File: src/rtl/msg_frame_scheduler.sv
`default_nettype none
// ============================================================================
// Module   : msg_frame_scheduler
// Purpose  : Multi-channel message framer. Each timing pulse starts a round
//            that visits every sensor channel in order. A channel with pending
//            data is drained from its byte FIFO and emitted upstream as a
//            128-bit header beat followed by MSB-first packed payload beats.
//            Empty channels are skipped, each channel is capped at MAX_BYTES
//            per round, upstream back-pressure stalls new reads, a channel
//            whose FIFO starves for TIMEOUT_CYC cycles is padded with zeros,
//            and start pulses that arrive mid-round are counted as overruns.
// Revision : 1.0 - initial release
// ----------------------------------------------------------------------------
// Optional build macro:
//   MSG_SCHED_CHECKSUM_EN - append a trailer beat after each channel's payload
//                           carrying the 16-bit sum of its payload bytes in
//                           [127:112].
// ----------------------------------------------------------------------------
// Ports:
//   sys_clk_i            system clock
//   rst_n_i              asynchronous active-low reset
//   timing_start_pulse_i one-cycle round trigger
//   msg_id_i             source id placed in every header
//   ch_id_i              per-channel {des_id, data_type, data_channel}
//   rd_en_o              one-hot FIFO read enables
//   din_i                FIFO read data (1-cycle read latency)
//   data_count_i         FIFO occupancy per channel
//   empty_i              FIFO empty flags
//   us_wr_en_o           upstream write strobe
//   us_wr_dout_o         upstream write data
//   us_prog_full_i       upstream back-pressure
//   busy_o               round in progress
//   frame_cnt_o          completed-round counter
//   overrun_cnt_o        start pulses dropped while busy (saturating)
//   timeout_err_o        sticky starvation flag
// ============================================================================
module msg_frame_scheduler #(
  parameter int          CH_NUM      = 25,
  parameter int          CNT_W       = 16,
  parameter int          MAX_BYTES   = 4096,
  parameter int          TIMEOUT_CYC = 1024,
  parameter logic [31:0] HEADER_WORD = 32'hFDF7_EB90,
  parameter logic [3:0]  FRAME_TYPE  = 4'h1
) (
  input  logic                      sys_clk_i,
  input  logic                      rst_n_i,
  input  logic                      timing_start_pulse_i,
  input  logic [7:0]                msg_id_i,
  input  logic [CH_NUM*24-1:0]      ch_id_i,
  output logic [CH_NUM-1:0]         rd_en_o,
  input  logic [CH_NUM*8-1:0]       din_i,
  input  logic [CH_NUM*CNT_W-1:0]   data_count_i,
  input  logic [CH_NUM-1:0]         empty_i,
  output logic                      us_wr_en_o,
  output logic [127:0]              us_wr_dout_o,
  input  logic                      us_prog_full_i,
  output logic                      busy_o,
  output logic [15:0]               frame_cnt_o,
  output logic [15:0]               overrun_cnt_o,
  output logic                      timeout_err_o
);

  // Starvation counter only has to reach TIMEOUT_CYC-1.
  localparam int              TO_W    = (TIMEOUT_CYC > 1) ? $clog2(TIMEOUT_CYC) : 1;
  localparam logic [TO_W-1:0] TO_LAST = TO_W'(TIMEOUT_CYC - 1);
  localparam logic [15:0]     MAX_LEN = 16'(MAX_BYTES);
  localparam logic [7:0]      LAST_CH = 8'(CH_NUM - 1);

  typedef enum logic [2:0] {
    ST_IDLE,
    ST_SCAN,
    ST_HEADER,
    ST_READ,
    ST_NEXT
`ifdef MSG_SCHED_CHECKSUM_EN
    ,
    ST_TRAIL
`endif
  } state_t;

  state_t                    state_q, state_d;
  logic [7:0]                ch_q, ch_d;
  logic [CH_NUM*CNT_W-1:0]   snap_q;
  logic [15:0]               len_q, len_d;
  logic [15:0]               issued_q, issued_d;   // reads + pads issued
  logic [15:0]               recv_q, recv_d;       // bytes packed so far
  logic                      pend_q, pend_d;       // a byte lands this cycle
  logic                      pad_q, pad_d;         // ...and it is a pad byte
  logic [127:0]              pack_q, pack_d;
  logic [3:0]                pidx_q, pidx_d;
  logic                      wr_en_q, wr_en_d;
  logic [127:0]              wr_dout_q, wr_dout_d;
  logic [TO_W-1:0]           starve_q, starve_d;
  logic                      tmo_q, tmo_d;         // current channel timed out
  logic                      terr_q, terr_d;
  logic [15:0]               fcnt_q, fcnt_d;
  logic [15:0]               ocnt_q, ocnt_d;
`ifdef MSG_SCHED_CHECKSUM_EN
  logic [15:0]               cks_q, cks_d;
`endif

  // Per-channel selects for the channel currently being served.
  logic [CNT_W-1:0]          w_snap_sel;
  logic                      w_empty_sel;
  logic [7:0]                w_din_sel;
  logic [23:0]               w_chid_sel;

  always_comb begin
    w_snap_sel  = '0;
    w_empty_sel = 1'b0;
    w_din_sel   = '0;
    w_chid_sel  = '0;
    for (int k = 0; k < CH_NUM; k++) begin
      if (ch_q == 8'(k)) begin
        w_snap_sel  = snap_q[k*CNT_W +: CNT_W];
        w_empty_sel = empty_i[k];
        w_din_sel   = din_i[k*8 +: 8];
        w_chid_sel  = ch_id_i[k*24 +: 24];
      end
    end
  end

  logic [31:0] w_snap_ext;
  logic [15:0] w_len;
  assign w_snap_ext = 32'(w_snap_sel);
  assign w_len      = (w_snap_ext > 32'(MAX_BYTES)) ? MAX_LEN : w_snap_ext[15:0];

  // Issue decision: pads replace reads once the channel has timed out, and
  // both are stalled by back-pressure. Starvation counts only cycles where
  // the empty flag is the sole reason for withholding a read.
  logic w_can, w_rd, w_pad, w_starve;
  assign w_can    = (state_q == ST_READ) && !us_prog_full_i && (issued_q < len_q);
  assign w_rd     = w_can && !tmo_q && !w_empty_sel;
  assign w_pad    = w_can && tmo_q;
  assign w_starve = w_can && !tmo_q && w_empty_sel;

  always_comb begin
    rd_en_o = '0;
    for (int k = 0; k < CH_NUM; k++) begin
      if (w_rd && (ch_q == 8'(k))) rd_en_o[k] = 1'b1;
    end
  end

  // Byte landing this cycle, inserted at byte slot pidx_q counted from MSB.
  logic [7:0]   w_byte;
  logic [15:0]  w_recv_nx;
  logic         w_last;
  logic [127:0] w_packed;
  assign w_byte    = pad_q ? 8'h00 : w_din_sel;
  assign w_recv_nx = recv_q + 16'd1;
  assign w_last    = (w_recv_nx == len_q);
  assign w_packed  = pack_q | ({w_byte, 120'd0} >> {pidx_q, 3'b000});

  always_comb begin
    state_d   = state_q;
    ch_d      = ch_q;
    len_d     = len_q;
    issued_d  = issued_q;
    recv_d    = recv_q;
    pend_d    = 1'b0;
    pad_d     = 1'b0;
    pack_d    = pack_q;
    pidx_d    = pidx_q;
    wr_en_d   = 1'b0;
    wr_dout_d = wr_dout_q;
    starve_d  = starve_q;
    tmo_d     = tmo_q;
    terr_d    = terr_q;
    fcnt_d    = fcnt_q;
    ocnt_d    = ocnt_q;
`ifdef MSG_SCHED_CHECKSUM_EN
    cks_d     = cks_q;
`endif

    if (timing_start_pulse_i && (state_q != ST_IDLE) && (ocnt_q != 16'hFFFF)) begin
      ocnt_d = ocnt_q + 16'd1;
    end

    case (state_q)
      ST_IDLE: begin
        if (timing_start_pulse_i) begin
          state_d = ST_SCAN;
          ch_d    = 8'd0;
        end
      end

      ST_SCAN: begin
        len_d    = w_len;
        issued_d = 16'd0;
        recv_d   = 16'd0;
        pack_d   = '0;
        pidx_d   = 4'd0;
        starve_d = '0;
        tmo_d    = 1'b0;
`ifdef MSG_SCHED_CHECKSUM_EN
        cks_d    = 16'd0;
`endif
        state_d  = (w_len == 16'd0) ? ST_NEXT : ST_HEADER;
      end

      ST_HEADER: begin
        if (!us_prog_full_i) begin
          wr_en_d   = 1'b1;
          wr_dout_d = {HEADER_WORD, FRAME_TYPE, 4'h0, fcnt_q, msg_id_i,
                       w_chid_sel, ch_q, len_q, 16'h0000};
          state_d   = ST_READ;
        end
      end

      ST_READ: begin
        if (w_rd || w_pad) begin
          issued_d = issued_q + 16'd1;
          pend_d   = 1'b1;
          pad_d    = w_pad;
        end

        if (w_starve) begin
          if (starve_q == TO_LAST) begin
            tmo_d    = 1'b1;
            terr_d   = 1'b1;
            starve_d = '0;
          end else begin
            starve_d = starve_q + 1'b1;
          end
        end else begin
          starve_d = '0;
        end

        // The in-flight byte is always captured, even under back-pressure.
        if (pend_q) begin
          recv_d = w_recv_nx;
`ifdef MSG_SCHED_CHECKSUM_EN
          cks_d  = cks_q + {8'h00, w_byte};
`endif
          if ((pidx_q == 4'd15) || w_last) begin
            wr_en_d   = 1'b1;
            wr_dout_d = w_packed;
            pack_d    = '0;
            pidx_d    = 4'd0;
          end else begin
            pack_d = w_packed;
            pidx_d = pidx_q + 4'd1;
          end
          if (w_last) begin
`ifdef MSG_SCHED_CHECKSUM_EN
            state_d = ST_TRAIL;
`else
            state_d = ST_NEXT;
`endif
          end
        end
      end

`ifdef MSG_SCHED_CHECKSUM_EN
      ST_TRAIL: begin
        if (!us_prog_full_i) begin
          wr_en_d   = 1'b1;
          wr_dout_d = {cks_q, 112'd0};
          state_d   = ST_NEXT;
        end
      end
`endif

      ST_NEXT: begin
        if (ch_q == LAST_CH) begin
          fcnt_d  = fcnt_q + 16'd1;
          state_d = ST_IDLE;
        end else begin
          ch_d    = ch_q + 8'd1;
          state_d = ST_SCAN;
        end
      end

      default: state_d = ST_IDLE;
    endcase
  end

  always_ff @(posedge sys_clk_i or negedge rst_n_i) begin
    if (!rst_n_i) begin
      state_q   <= ST_IDLE;
      ch_q      <= 8'd0;
      snap_q    <= '0;
      len_q     <= 16'd0;
      issued_q  <= 16'd0;
      recv_q    <= 16'd0;
      pend_q    <= 1'b0;
      pad_q     <= 1'b0;
      pack_q    <= '0;
      pidx_q    <= 4'd0;
      wr_en_q   <= 1'b0;
      wr_dout_q <= '0;
      starve_q  <= '0;
      tmo_q     <= 1'b0;
      terr_q    <= 1'b0;
      fcnt_q    <= 16'd0;
      ocnt_q    <= 16'd0;
`ifdef MSG_SCHED_CHECKSUM_EN
      cks_q     <= 16'd0;
`endif
    end else begin
      if ((state_q == ST_IDLE) && timing_start_pulse_i) begin
        snap_q <= data_count_i;
      end
      state_q   <= state_d;
      ch_q      <= ch_d;
      len_q     <= len_d;
      issued_q  <= issued_d;
      recv_q    <= recv_d;
      pend_q    <= pend_d;
      pad_q     <= pad_d;
      pack_q    <= pack_d;
      pidx_q    <= pidx_d;
      wr_en_q   <= wr_en_d;
      wr_dout_q <= wr_dout_d;
      starve_q  <= starve_d;
      tmo_q     <= tmo_d;
      terr_q    <= terr_d;
      fcnt_q    <= fcnt_d;
      ocnt_q    <= ocnt_d;
`ifdef MSG_SCHED_CHECKSUM_EN
      cks_q     <= cks_d;
`endif
    end
  end

  assign us_wr_en_o    = wr_en_q;
  assign us_wr_dout_o  = wr_dout_q;
  assign busy_o        = (state_q != ST_IDLE);
  assign frame_cnt_o   = fcnt_q;
  assign overrun_cnt_o = ocnt_q;
  assign timeout_err_o = terr_q;

endmodule
`default_nettype wire

File: config.mk
export PLATFORM = sky130hd
export DESIGN_NAME = msg_frame_scheduler
export DESIGN_NICKNAME = d
export VERILOG_FILES = /design/src/rtl/msg_frame_scheduler.sv
export SDC_FILE = /design/constraint.sdc
export NUM_CORES = 2
export LEC_CHECK = 0
export CAP_MARGIN = 0
export CORE_AREA = 4 4 546 548
export CTS_BUF_LIST = sky130_fd_sc_hd__clkbuf_16
export DETAILED_ROUTE_END_ITERATION = 12
export DIE_AREA = 0 0 550 552
export PLACE_DENSITY = 0.39
export SLEW_MARGIN = 20
export SYNTH_ARGS = -nofsm -noshare
export SYNTH_HDL_FRONTEND = slang
export SYNTH_SLANG_ARGS = --single-unit
File: constraint.sdc
create_clock -name sys_clk_i -period 4.3 [get_ports sys_clk_i]
set_input_delay 0.645 -clock sys_clk_i [delete_from_list [all_inputs] [get_ports sys_clk_i]]
set_output_delay 0.645 -clock sys_clk_i [all_outputs]
set_load 0.05 [all_outputs]
==> results.cfg <==
[synth]
syn_nets = 5739
yosys.area.top_type = dfrtp_1
avgSynthCellArea_sq_um = 9.46
synthTopCellsByArea = dfrtp_1 (45%), mux2_2 (11%), a21oi_1 (4.3%), nor2_1 (3.9%), o21ai_0 (3.6%)
ys_types = 98
synth_top_area_share_pct = 45.2
syn_inst = 4477
synth.ff_latch_count = 766
async_reset_ff_share_pct = 100
synth-edff-count = 0
ys_seq_area_share_pct = 45.2
mappedNetlistArea_sq_um = 42400
yosys_warnings = 0
synth-main-ff-cell = dfrtp_1

[layout]
num-nets-final = 7601
layout-drive-gt1-share_pct = 24.2
fin_util_pct = 24.5
fillers = 31700
synthToLayoutAreaGrowth_pct = 69.8
layoutNonFillerInstCount = 10400

[die]
core_area_sq_um = 293000
die_area_sq_um = 304000
start_util_pct = 14.5
rows = 199
fp.dieW_um = 550
fp.dieH_um = 552
io_pins = 1425

[global_routing]
grt_max_degree = 114
grt_overflow_total = 0
grt_pass1_vias = 50100
grt_pass1_wl_um = 551000
grt_usage_pct = 27.7
antenna_found_initial = 224

[routing]
wire_per_inst_um = 42.3
viasPerCell = 4.82
vias = 50100
drc_errors = 0
routed_wl_um = 440000
ant_nets = 0
firstDrtPassIters = 6
drt_iter0_markers = 4650

[pwr]
power.static_leakage_nw = 28.0
power_density_nw_per_um2 = 705
irDropWorstVdd_uv = 403

[critical_path]
worstPathRequired_ns = 3.65
path_max_fanout = 15
cp_cell_sequence = inv_2, ha_4, nor2b_2, buf_12, nand4_1, buf_12, o22a_2, buf_12, a211o_4, clkbuf_16, nor2_4, buf_12
crit_top_cell = buf_12
crit_buf_inv = 6
slowest_stage = a211o_4
crit_type = flop to output port
critPathCaptureType = output port
path_delay_family = buffers and inverters
worst_setup_path_start_kind = flop
cp_slowest_stage_delay_ns = 0.44
crit_arrival_ns = 3.90

[run]
maxCapViolCount = 0

[outcome]
violations = negative setup slack
status = finished with violations

[cts]
cts_root_buffer = clkbuf_16
cts_htree_levels = 3
clkLatencyLatePin_ns = 0.78
path_clk_slew_ns = 0.06
cts_sinks = 766
numCtsBuffers = 98
ctsLongestPathBuffers = 3
cts_tree = done

[timing]
period_share_pct = 106
clock_skew_ns = 0.0775
fmax_ghz = 0.220
hold_viol = 0
setup-violations-final = 31
slew-limit-headroom_pct = 26.6
worst_pin_slew_ns = 1.07
drv_slew = 0
hold_ws_ns = 0.473
worst_slack_ns = -0.245
rsz0062_at_grt = true
fin_crit_ns = 4.55

[placement]
numPortBuffers = 1424
placed_cells = 10100
place_hpwl_um = 371000
gp_congestion = 0.961

[worst_hold_path]
hold_path_class = flop to flop
[per-stage QoR]
stage / instance area, sq um / total power, mW / TNS (ns) / setup slack [ns]
6_report: 71900 / 50.7 / -5.42 / -0.245
3_3_place_gp: 66600 / 40.9 / -60.05 / -2.61
4_1_cts: 71200 / 50.4 / -7.33 / -0.339
5_1_grt: 71900 / 52.2 / -8.43 / -0.379
2_1_floorplan: 42400 / 21.7 / 0 / 0.109
3_5_place_dp: 66700 / 41.0 / -50.15 / -0.935
[report_power, final]
| part | switching (mW) | leakage, nW | internal [mW] |
|---|---|---|---|
| clock network | 3.72 | 1.58 | 4.48 |
| registers | 2.71 | 9.60 | 9.68 |
| logic | 18.3 | 16.8 | 11.8 |
[logic make-up after synthesis]
logic type | Yosys count | synth area share (%)
muxes | 399 | 10.6
adders and majority gates | 25 | 0.738
xor gates and xnor gates | 66 | 1.36
and+or+nand+nor | 1331 | 14.8
DFF | 766 | 45.2
buffers and inverters | 404 | 3.90
AOI/OAI and AO/OA | 1486 | 23.4
[flip-flops by register name, indices dropped and copies added, names as in the netlist]
signal and count:
us_wr_en_o 1, len_q 16, state_q 3, pad_q 1, pidx_q 4, frame_cnt_o 16, overrun_cnt_o 16, pack_q 128
us_wr_dout_o 128, snap_q 400, starve_q 10, tmo_q 1, issued_q 16, recv_q 16, pend_q 1, ch_q 8
timeout_err_o 1
[synth_stat cells, types with 42 or more instances]
master and n:
a211oi_1 78, a21oi_1 361, a221o_1 43, a221oi_1 87, a22o_1 46, a22oi_1 87
buf_2 53, clkbuf_1 264, dfrtp_1 766, inv_1 43, mux2_2 396, nand2_1 319
nand3_1 167, nand4_1 42, nor2_1 445, nor3_1 137, o211ai_1 46, o21ai_0 302
o221ai_1 42, o22ai_1 142, xnor2_1 42
[cell usage in the layout (no fill, tap or decap), types with 102 or more instances in the layout]
cell type and instances:
dfrtp_1 761, buf_4 566, nand3_1 146, buf_12 123, a21oi_1 343, nand2_1 308
clkdlybuf4s50_1 1398, nor3_1 114, o22ai_1 133, nor2_1 403, clkbuf_16 102, mux2_2 396
o21ai_0 274
[worst register-to-register path, cell delays in order, from the launching register on]
cell and delay (ns):
dfrtp_1 0.40, buf_4 0.18, nor4_4 0.39, buf_12 0.20, buf_4 0.12, nand2_2 0.07, buf_12 0.14, buf_4 0.17
buf_4 0.20, o221ai_2 0.19, a21oi_2 0.09, o32a_1 0.18, buf_4 0.17, o31ai_4 0.62, o2bb2ai_4 0.20, buf_12 0.18
nor2_1 0.11, buf_6 0.19, a211oi_4 0.30, nor2_1 0.08
[worst paths after layout]
check / start / end / slack [ns] / cells past startpoint
setup reg to reg: ch_q[6] / us_wr_dout_o[32] / -0.07 / 19
hold reg to reg: timeout_err_o / timeout_err_o / 0.47 / 1
max in group asynchronous: rst_n_i / snap_q[27] / 2.38 / 4
hold / removal: timeout_err_o / timeout_err_o / 0.47 / 1
min in group asynchronous: rst_n_i / snap_q[140] / 0.51 / 2
setup / recovery: ch_q[1] / rd_en_o[22] / -0.25 / 12
[per-layer routing]
metal	share of wire (%)	track usage [%]	wire [um]
met5	0.25	0	1080
met4	4.9	10.9	21500
met3	7.5	7.08	33100
met2	46	45.2	202000
met1	41	34.8	182000
[what timing repair did]
item / 4_1_cts / 5_1_grt
setup buffers: 46 / 32
pin swaps: 25 / 25
gates resized for setup: 180 / 76
cloned: 6 / 2
endpoints found under the hold margin: 38 / 0
endpoints found under the setup margin: 174 / 59
hold buffers: 1 / 0
[layout make-up]
class                           count  area, sq um  share of cell area [%]
Multi-Input combinational cell   3307        23200                    32.3
Timing Repair Buffer             2122        21200                    29.5
Sequential cell                   766        19200                    26.7
Tap cell                         3919         4900                    6.82
Clock buffer                      100         2500                    3.48
Clock inverter                     77          593                   0.824
Inverter                           44          178                   0.247
Antenna cell                       49          123                   0.170
No activity file was read; power rests on OpenSTA's default activity.
